--- config.mk ---
export PLATFORM = sky130hd
export DESIGN_NAME = lector_mascara
export DESIGN_NICKNAME = d
export VERILOG_FILES = /design/src/rtl/lector_mascara_pkg.sv /design/src/rtl/lector_mascara_banco_coeficientes.sv /design/src/rtl/registro_d.sv /design/src/rtl/lector_mascara.sv
export SDC_FILE = /design/constraint.sdc
export NUM_CORES = 1
export LEC_CHECK = 0
export ABC_AREA = 1
export CORE_UTILIZATION = 45
export DETAILED_ROUTE_END_ITERATION = 6
export MAX_ROUTING_LAYER = met4
export PLACE_DENSITY = 0.86
export SLEW_MARGIN = 20
export SYNTH_ARGS = -nofsm -noshare
export SYNTH_HDL_FRONTEND = slang
export SYNTH_SLANG_ARGS = --single-unit
--- constraint.sdc ---
create_clock -name clk -period 5.6 [get_ports clk]
set_input_delay 0.84 -clock clk [delete_from_list [all_inputs] [get_ports clk]]
set_output_delay 0.84 -clock clk [all_outputs]
set_load 0.03 [all_outputs]
--- src/rtl/lector_mascara_pkg.sv ---
// rtl/lector_mascara_pkg.sv - shared state encoding and mask-size constants for lector_mascara
package lector_mascara_pkg;

    typedef enum logic [1:0] {
        REPOSO,
        LEYENDO,
        DRENANDO,
        LISTO
    } estado_t;

    localparam int TAM_MASCARA_3 = 3;
    localparam int TAM_MASCARA_5 = 5;
    localparam int NUM_COEF_3    = 9;
    localparam int NUM_COEF_5    = 25;

endpackage

--- src/rtl/lector_mascara_banco_coeficientes.sv ---
// rtl/lector_mascara_banco_coeficientes.sv - coefficient register bank with clear and indexed write
module banco_coeficientes #(
    parameter int  BITS_DATO        = 8,
    parameter int  MAX_COEFICIENTES = 25,
    localparam int BITS_INDICE      = $clog2(MAX_COEFICIENTES)
) (
    input  logic                                  clk,
    input  logic                                  reset,
    input  logic                                  limpiar,
    input  logic                                  escritura,
    input  logic [BITS_INDICE-1:0]                indice,
    input  logic [BITS_DATO-1:0]                  dato,
    output logic [MAX_COEFICIENTES*BITS_DATO-1:0] coeficientes
);

    logic [BITS_DATO-1:0] banco [MAX_COEFICIENTES];

    // Clear has priority over a capture landing on the same edge
    always_ff @(posedge clk) begin
        if (reset || limpiar) begin
            for (int k = 0; k < MAX_COEFICIENTES; k++) begin
                banco[k] <= '0;
            end
        end else if (escritura && (32'(indice) < MAX_COEFICIENTES)) begin
            banco[indice] <= dato;
        end
    end

    // Row-major packing: slot k occupies bits [k*BITS_DATO +: BITS_DATO]
    always_comb begin
        coeficientes = '0;
        for (int k = 0; k < MAX_COEFICIENTES; k++) begin
            coeficientes[k*BITS_DATO +: BITS_DATO] = banco[k];
        end
    end

endmodule

--- src/rtl/registro_d.sv ---
// rtl/registro_d.sv - enabled D flip-flop register with synchronous active-high reset
module registro_d #(
    parameter int ANCHO = 8
) (
    input  logic             clk,
    input  logic             reset,
    input  logic             habilitacion,
    input  logic [ANCHO-1:0] d,
    output logic [ANCHO-1:0] q
);

    // Load d when enabled, hold otherwise
    always_ff @(posedge clk) begin
        if (reset) begin
            q <= '0;
        end else if (habilitacion) begin
            q <= d;
        end
    end

endmodule

--- src/rtl/lector_mascara.sv ---
// rtl/lector_mascara.sv - fetches 3x3 or 5x5 convolution mask coefficients from mask memory
module lector_mascara
    import lector_mascara_pkg::*;
#(
    parameter int BITS_DIRECCION_MEM = 10,
    parameter int BITS_MASCARA       = 3,
    parameter int BITS_DATO          = 8,
    parameter int MAX_COEFICIENTES   = 25
) (
    input  logic                                  clk,
    input  logic                                  reset,
    input  logic                                  inicio,
    input  logic [BITS_DIRECCION_MEM-1:0]         direccion_mem_inicio_mascara,
    input  logic [BITS_MASCARA-1:0]               tamano_mascara,
    output logic [BITS_DIRECCION_MEM-1:0]         mem_direccion,
    output logic                                  mem_lectura,
    input  logic [BITS_DATO-1:0]                  mem_datos,
    output logic [MAX_COEFICIENTES*BITS_DATO-1:0] coeficientes,
    output logic                                  mascara_lista,
    output logic                                  ocupado,
    output logic                                  error_tamano
);

    localparam int BITS_INDICE = $clog2(MAX_COEFICIENTES);

    estado_t                       estado;
    logic [BITS_DIRECCION_MEM-1:0] base_q;
    logic [BITS_MASCARA-1:0]       tam_q;
    logic [BITS_INDICE-1:0]        indice;
    logic [BITS_INDICE-1:0]        indice_d;
    logic [BITS_INDICE-1:0]        indice_sig;
    logic [BITS_INDICE-1:0]        ultimo;
    logic                          lectura_d;
    logic                          tam_valido;

    registro_d #(.ANCHO(BITS_DIRECCION_MEM)) u_base (
        .clk          (clk),
        .reset        (reset),
        .habilitacion (inicio),
        .d            (direccion_mem_inicio_mascara),
        .q            (base_q)
    );

    registro_d #(.ANCHO(BITS_MASCARA)) u_tamano (
        .clk          (clk),
        .reset        (reset),
        .habilitacion (inicio),
        .d            (tamano_mascara),
        .q            (tam_q)
    );

    // Size legality on the incoming request and last read index for the latched size
    always_comb begin
        tam_valido = (tamano_mascara == BITS_MASCARA'(TAM_MASCARA_3)) ||
                     (tamano_mascara == BITS_MASCARA'(TAM_MASCARA_5));
        ultimo     = (tam_q == BITS_MASCARA'(TAM_MASCARA_5)) ? BITS_INDICE'(NUM_COEF_5 - 1)
                                                             : BITS_INDICE'(NUM_COEF_3 - 1);
        indice_sig = indice + 1'b1;
    end

    // Fetch sequencer; the delayed read flag/index qualify the memory's one-cycle-late data
    always_ff @(posedge clk) begin
        if (reset) begin
            estado        <= REPOSO;
            mem_lectura   <= 1'b0;
            mem_direccion <= '0;
            indice        <= '0;
            indice_d      <= '0;
            lectura_d     <= 1'b0;
            mascara_lista <= 1'b0;
            ocupado       <= 1'b0;
            error_tamano  <= 1'b0;
        end else begin
            error_tamano <= 1'b0;
            lectura_d    <= mem_lectura;
            indice_d     <= indice;
            if (inicio) begin
                // A new request drops the read in flight so it cannot land in the fresh bank
                lectura_d     <= 1'b0;
                mascara_lista <= 1'b0;
                indice        <= '0;
                if (tam_valido) begin
                    estado        <= LEYENDO;
                    mem_lectura   <= 1'b1;
                    mem_direccion <= direccion_mem_inicio_mascara;
                    ocupado       <= 1'b1;
                end else begin
                    estado       <= REPOSO;
                    mem_lectura  <= 1'b0;
                    ocupado      <= 1'b0;
                    error_tamano <= 1'b1;
                end
            end else begin
                case (estado)
                    LEYENDO: begin
                        if (indice == ultimo) begin
                            estado      <= DRENANDO;
                            mem_lectura <= 1'b0;
                        end else begin
                            indice        <= indice_sig;
                            mem_direccion <= base_q + BITS_DIRECCION_MEM'(indice_sig);
                        end
                    end
                    DRENANDO: begin
                        estado        <= LISTO;
                        ocupado       <= 1'b0;
                        mascara_lista <= 1'b1;
                    end
                    REPOSO, LISTO: begin
                    end
                    default: begin
                        estado <= REPOSO;
                    end
                endcase
            end
        end
    end

    banco_coeficientes #(
        .BITS_DATO        (BITS_DATO),
        .MAX_COEFICIENTES (MAX_COEFICIENTES)
    ) u_banco (
        .clk          (clk),
        .reset        (reset),
        .limpiar      (inicio),
        .escritura    (lectura_d),
        .indice       (indice_d),
        .dato         (mem_datos),
        .coeficientes (coeficientes)
    );

endmodule

==> results.txt, run 1 <==
Setup repair after global routing left no endpoint under its margin. The CTS root buffer is sky130_fd_sc_hd__clkbuf_16. The most used flip-flop cell after synthesis is sky130_fd_sc_hd__edfxtp_1. The fraction of final layout cells sized beyond drive strength 1 came out at ~7.5%.

The largest total area in the synthesized netlist belongs to sky130_fd_sc_hd__edfxtp_1. For this block, the initial DRC count from the detailed router was around 430. Following the worst setup path forward leads to its endpoint at u_banco.banco[9][2]. The worst setup slack after placement came out at ~1.9 ns. The run finished with clean final reports. The overall power after layout is 4.00 mW. The average wire per standard cell came out at ~18 µm.

The largest fanout of any net on the critical path came out at 33. The required time at the endpoint of the critical path is 5.77 ns. The cell area after technology mapping is roughly 0.0092 mm². The mean cell area of the mapped netlist came out at around 12 µm². During I/O placement, the number of pins put on the boundary was roughly 240. The leakage dissipation is around 5.0 nW. The final antenna-violating net count is 0.

The number of cells traversed by the worst hold path came out at 2. Clock-pin slew was measured on the worst setup and hold paths at 0.06 ns. The total cell area at the placement stage came out at approximately 0.012 mm². The worst setup path is launched from an input port. The area growth from synthesis to layout is 36.9%. The critical path's largest stage delay is 0.81 ns. The number of setup violations in the final report is 0. The worst path needs approximately 3.2 ns of the cycle, external delays included.

After global routing the overflow that remains totals 0. The synthesized design contains 200 enable-type register cells. The global-route usage over all layers came out at 22.9%. The library cell with the highest instance count after synthesis is sky130_fd_sc_hd__nor2_1.

Port buffering added ~240 buffers. In this run the worst hold path is classified as flip-flop to flip-flop. The Yosys warning count is 0. The number of buffers created by CTS came out at 24. The worst setup path is of the input port to flip-flop kind. STA classifies the critical path endpoint as a flip-flop. The post-synthesis instance total is slightly below 800. Power spread over the standard cell area amounts to roughly 320 mW/mm². After routing, the total negative slack on setup checks comes to 0 ns.

The depth of the worst register-to-register path is 7. The pin slew with the least headroom to its limit is about 1.1 ns. Post-CTS timing repair inserted 0 buffers for setup. The net count after synthesis came out at around 800. The setup check on the worst reg-to-reg path leaves a slack of ~3.3 ns. The largest net degree at the start of global routing came out at 34. Dividing the final minimum period by the clock period gives about 57%. The CTS tree is built. The die height came out at approximately 140 µm. After legalization and detailed placement, the total HPWL measured around 16,000 µm. The final RePlAce weighted congestion is between 0.8 and 0.9. The die covers between 0.02 and 0.025 mm². The critical path data arrival time came out at about 3.4 ns. The clock network latency to the later pin of the worst-skew pair is 0.51 ns. The maximum buffer depth of the clock tree is 3. Derived from the worst setup path, the maximum achievable clock frequency is around 310 MHz. Summing the sequential cell areas from Yosys gives approximately three quarters of the chip area. The utilization after layout is 63.6%. Hold repair after CTS inserted 0 buffers. The post-detailed-route via-to-cell ratio came out at between 5 and 6. The die is 145 µm wide. The starting utilization of the core area came out at 46.4%. The beginning of the worst register-to-register path is indice_d[1]. The total of flip-flops plus latches after synthesis came out at between 200 and 250. Measured against its own limit, the worst slew margin works out to between 20% and 30%. The number of max-slew violations in the final report is 0.

The first global-routing pass estimated 34,100 µm of wire. For this run, the post-layout net count is 1,042. The floorplan has between 50 and 60 rows. The number of global-route vias before repair came out at 6,167.

The remaining routing DRC violations is 0. The peak supply drop is 0.225 mV. The share of the synthesized area in the top cell type came out at between 60% and 70%.

The area of the core is ~0.020 mm². The number of gates resized after CTS was 0. The H-tree depth is 1.

The destination of the worst register-to-register timing path is u_banco.banco[9][2]. Sorting the synthesized cells by area gives the leading types as sky130_fd_sc_hd__edfxtp_1 66%, sky130_fd_sc_hd__nor2_1 9.8%, sky130_fd_sc_hd__dfxtp_1 8.7%. Summing over every cut layer, the via total after detailed routing is about 6,600. The async set or reset register ratio after synthesis is 0%.

The count of different cell masters after synthesis is 28. The total wirelength of the detailed-routed design is ~24,000 µm. By count the netlist is led by 240 x sky130_fd_sc_hd__nor2_1, 200 x sky130_fd_sc_hd__edfxtp_1, 102 x sky130_fd_sc_hd__nand2_1. The number of endpoints with negative hold slack in the final report came to 0.

The final setup skew came out at about 0.02 ns. The repair_antennas step left the layout with diodes totalling 0. The final design area excluding fillers came out at 0.0125 mm². The count of max-cap constraint violations came out at 0. The critical path's most frequent cell is sky130_fd_sc_hd__nor2_4. The most critical setup path has its startpoint at reset. The clock net sink count is 240. For this design, the slowest cell found on the critical path is sky130_fd_sc_hd__clkdlybuf4s50_1.

The initial antenna violation count came to 0. The slack of the critical path is 2.41 ns. The critical path goes through clkdlybuf4s50_1 -> nor2_4 -> buf_4 -> nand3_4 -> nor2_4 -> nand2_2 -> nand2_1. The first-pass detailed-route iteration total came out at 5.
==> final cells by class <==
cell class | instances | area, µm²
multi-input combinational | 454 | 2060
fill | 1451 | 7180
timing repair buffer | 238 | 2380
tap | 265 | 332
inverter | 52 | 195
clock inverter | 12 | 130
clock buffer | 32 | 634
sequential | 240 | 6810
==> per-layer routing <==
| layer | vias up | share of wire [%] | global-route usage (%) |
|---|---|---|---|
| li1 | 3040 | - | - |
| met5 | - | 0 | - |
| met4 | 0 | 3.2 | 9.09 |
| met2 | 418 | 50 | 38.6 |
| met1 | 3050 | 38 | 27.3 |
| met3 | 46 | 9.1 | 3.84 |
==> critical path, delay by kind of cell <==
kind | cells | cell delay, ns
buffers and inverters | 2 | 1.25
and+or+nand+nor | 5 | 1.24
==> flip-flops by register name, summed over array words and instances (netlist names) <==
signal / cells
error_tamano: 1
estado: 2
indice: 5
indice_d: 5
lectura_d: 1
mascara_lista: 1
mem_direccion: 10
mem_lectura: 1
ocupado: 1
u_banco.banco: 200
u_base.q: 10
u_tamano.q: 3
==> logic make-up after synthesis <==
kind of cell             count (synthesis)  share of synthesized area, %
XOR/XNOR                                 3                         0.287
AO/OA/AOI/OAI                           39                          2.26
adder cells (fa/ha/maj)                  8                          1.18
flip-flops                             240                          74.3
buffers and inverters                   78                          3.21
AND/OR/NAND/NOR                        402                          18.5
multiplexers                             2                         0.219
==> power breakdown <==
| part | switching (mW) | internal, mW | total, mW |
|---|---|---|---|
| logic | 0.272 | 0.143 | 0.415 |
| clock network | 0.650 | 0.897 | 1.55 |
| registers | 0.0345 | 2.00 | 2.04 |
==> worst min-delay path by stage <==
| stage | start | to | slack [ns] |
|---|---|---|---|
| floorplan | u_base.q[0] | u_base.q[0] | 0.45 |
| global placement | u_base.q[0] | u_base.q[0] | 0.45 |
| detailed placement | u_base.q[3] | u_base.q[3] | 0.46 |
| CTS | u_base.q[3] | u_base.q[3] | 0.47 |
| global route | u_base.q[3] | u_base.q[3] | 0.50 |
| finish | u_base.q[3] | u_base.q[3] | 0.47 |
==> stage by stage <==
step                cells  hold slack, ns
floorplan             772           0.445
global placement     1249           0.453
detailed placement   1249           0.462
CTS                  1293           0.469
global route         1293           0.496
finish               1293           0.468
==> placed cells by master, fill, tap and decap left out, drive strengths merged <==
cell	count
nand3b	1
a21oi	18
clkdlybuf4s50	237
dfxtp	40
ha	7
mux2i	2
bufinv	2
clkbuf	32
fa	1
o22ai	3
edfxtp	200
clkinv	15
o21ai	15
nand4	4
xor2	3
buf	1
nand2	127
clkinvlp	2
a21boi	1
inv	45
a211oi	2
nor3	1
nor2	250
nand3	19
Power figures use the tool's default switching activity.
==> inputs of run 2 (changes only) <==
clock period = 3.1 ns   (was 5.6 ns; I/O delays follow)
==> results.txt, run 2 (same netlist as run 1, synthesis figures left out) <==
Ranked by flip-flop count, first place goes to u_banco.banco. The family with the most delay on the worst path is simple AND/OR/NAND/NOR gates. For this configuration, the core starts out at a cell density of between 40% and 50%.

The share of the cycle needed by the critical path after routing is around two thirds. The beginning of the worst register-to-register path is indice_d[1]. The final setup skew came out at between 0.007 and 0.008 ns. STA classifies the critical path startpoint as a flip-flop. At the end of the flow, the number of nets in the layout was approximately 1,100. The global route total overflow came out at 0. For the worst flop-to-flop path, the logic depth is 7. The startpoint identified for the worst hold timing path is u_base.q[0]. The detailed placement HPWL came out at around 16,000 µm.

The H-tree depth came out at 1. Power spread over the standard cell area amounts to 562 mW/mm². For this design the top-level I/O count stands at around 240. For the pin with the worst max-slew slack, the measured transition is approximately 1.1 ns. The register-to-register setup slack came out at a little under 1 ns. The floorplan step defined a die boundary enclosing ~0.021 mm². The worst hold path was traced through 2 stages. For the final routed database, the setup TNS stands at 0 ns. The clock network latency to the later pin of the worst-skew pair came out at about 0.50 ns.

By startpoint and endpoint, the worst setup path is classified as flip-flop to flip-flop. In the routed layout, each cell is associated on average with a via count of between 5 and 6. The overall power after layout is 7.08 mW.

The buffer and inverter count on the worst path is 1. From bottom edge to top edge, the die measures 145 µm. After the first detailed-routing iteration, the DRC count stood at roughly 530.

The utilization after layout came out at between 60 and 70%. The post-CTS clock slew at the launch and capture registers of the worst setup and hold paths came out at ~0.060 ns. The largest net degree at the start of global routing came out at 33.

The number of endpoints with negative hold slack in the final report came out at 0. The total wirelength of the detailed-routed design is 23,100 µm. The area of the core is about 0.020 mm². The number of antenna diodes in the final layout is 0. The largest single stage delay on the critical path is between 0.3 and 0.4 ns. The number of buffers created by CTS is 24. The critical path goes through nor2_4 -> inv_2 -> o21ai_1 -> nand3_4 -> nor2_4 -> nand2_2 -> nand2_1. For this design the static power due to leakage is roughly 5 nW.

TritonCTS built the clock tree. The global-route wire length before repair is 34,200 µm. Among the stages of the critical path, the cell type that occurs most often is sky130_fd_sc_hd__nor2_4. The clock period minus final worst setup slack is between 2 and 2.5 ns. Derived from the worst setup path, the maximum achievable clock frequency is around 470 MHz. Counting the fill cells in the layout gives between 1,000 and 1,500.

The number of global-route vias before repair came to ~6,200. The class of the most critical hold timing path is flip-flop to flip-flop. The post-CTS setup buffer count came out at 0.

The clock net sink count came out at 240. Leaving out fill and tap cells, the most frequent cells in the layout are 240 x sky130_fd_sc_hd__nor2_1, 237 x sky130_fd_sc_hd__clkdlybuf4s50_1, 200 x sky130_fd_sc_hd__edfxtp_1, 102 x sky130_fd_sc_hd__nand2_1, 41 x sky130_fd_sc_hd__inv_1. The worst-case IR drop observed on VDD is between 0.3 and 0.4 mV.

The average wire per standard cell is about 18 µm. The count of input and output buffers came out at about 240. The floorplan has a little over 50 rows.

In the final layout, the share of cells above drive strength 1 is 7.88%. The area growth from synthesis to layout is 37.5%. Counting along the longest clock path gives a buffer depth of 3. In this run, post-CTS repair resized a total of 0 instances. The number of buffers inserted for hold repair after clock tree synthesis is 0. The most frequent standard cell in the layout excluding fill and tap cells is sky130_fd_sc_hd__nor2_1. After detailed routing, the number of remaining DRC violations is 0. The largest registers in the layout are u_banco.banco: 200 flops, mem_direccion: 10 flops, u_base.q: 10 flops. The slowest stage cell on the critical path is sky130_fd_sc_hd__dfxtp_1. The number of setup violations in the final report came out at 0. The routed via count is approximately 6,600. The endpoint identified for the worst register-to-register timing path is u_banco.banco[10][7]. The final antenna-violating net count came out at 0. The horizontal extent of the die came out at between 100 and 150 µm. Data on the critical path is required at its endpoint by 3.27 ns.

The largest fanout of any net on the critical path is 9. The number of flip-flops in the largest register is 200. The count of max-cap constraint violations came out at 0. STA classifies the critical path endpoint as a flip-flop. The first-pass detailed-route iteration total is 5.

The terminating pin of the worst hold path is u_base.q[0]. Setup repair after global routing left no endpoint under its margin. The CTS root buffer is sky130_fd_sc_hd__clkbuf_16.

The number of max-slew violations in the final report is 0. The final RePlAce weighted congestion is 0.859. The normalized max-slew margin is 26.3%. For the worst setup path, the data arrival time is ~2.3 ns. The run finished with clean final reports. Global routing used between 20 and 25% of the available tracks across all layers. The initial antenna violation count came out at 0.
## run 2: cell type report
| class | instances | area (µm²) | share of cell area [%] |
|---|---|---|---|
| Sequential cell | 240 | 6810 | 54.1 |
| Timing Repair Buffer | 250 | 2470 | 19.6 |
| Multi-Input combinational cell | 454 | 2060 | 16.4 |
| Clock buffer | 36 | 687 | 5.46 |
| Tap cell | 265 | 332 | 2.63 |
| Inverter | 52 | 195 | 1.55 |
| Clock inverter | 8 | 37.5 | 0.298 |
## run 2: stage by stage
| stage | instance area [µm²] | setup slack (ns) | hold slack [ns] | cells |
|---|---|---|---|---|
| after global placement | 11900 | 0.681 | 0.453 | 1261 |
| final | 12600 | 0.984 | 0.468 | 1305 |
| after floorplan | 9160 | 1.15 | 0.445 | 772 |
| after global routing | 12600 | 0.780 | 0.489 | 1305 |
| after CTS | 12600 | 0.943 | 0.469 | 1305 |
| after detailed placement | 11900 | 0.639 | 0.458 | 1261 |
## run 2: power by group
group | internal (mW) | total, mW | switching [mW]
logic | 0.268 | 0.760 | 0.493
clock network | 1.53 | 2.64 | 1.12
registers | 3.62 | 3.68 | 0.0611
## run 2: layer usage
metal	share of wire, %	global-route usage [%]	up-vias	wire (µm)
met2	50	39.1	394	11600
met5	0	-	-	0
li1	-	-	3059	-
met1	37	27.2	3074	8500
met3	10	4.47	47	2420
met4	2.6	7.87	0	592
## run 2: worst register-to-register path, cell delays in order, from the launching register on
cell	delay, ns
sky130_fd_sc_hd__dfxtp_1	0.35
sky130_fd_sc_hd__nor2_4	0.13
sky130_fd_sc_hd__inv_2	0.06
sky130_fd_sc_hd__o21ai_1	0.22
sky130_fd_sc_hd__nand3_4	0.28
sky130_fd_sc_hd__nor2_4	0.28
sky130_fd_sc_hd__nand2_2	0.16
sky130_fd_sc_hd__nand2_1	0.31
## run 2: worst max-delay path by stage
stage / from / slack (ns) / cells past startpoint / endpoint
after global placement: inicio / 0.68 / 6 / u_banco.banco[9][0]
after CTS: indice_d[1] / 0.94 / 7 / u_banco.banco[10][4]
after floorplan: inicio / 1.15 / 6 / u_banco.banco[16][0]
final: indice_d[1] / 0.98 / 7 / u_banco.banco[10][7]
after detailed placement: inicio / 0.64 / 6 / u_banco.banco[9][7]
after global routing: indice_d[1] / 0.78 / 7 / u_banco.banco[9][6]
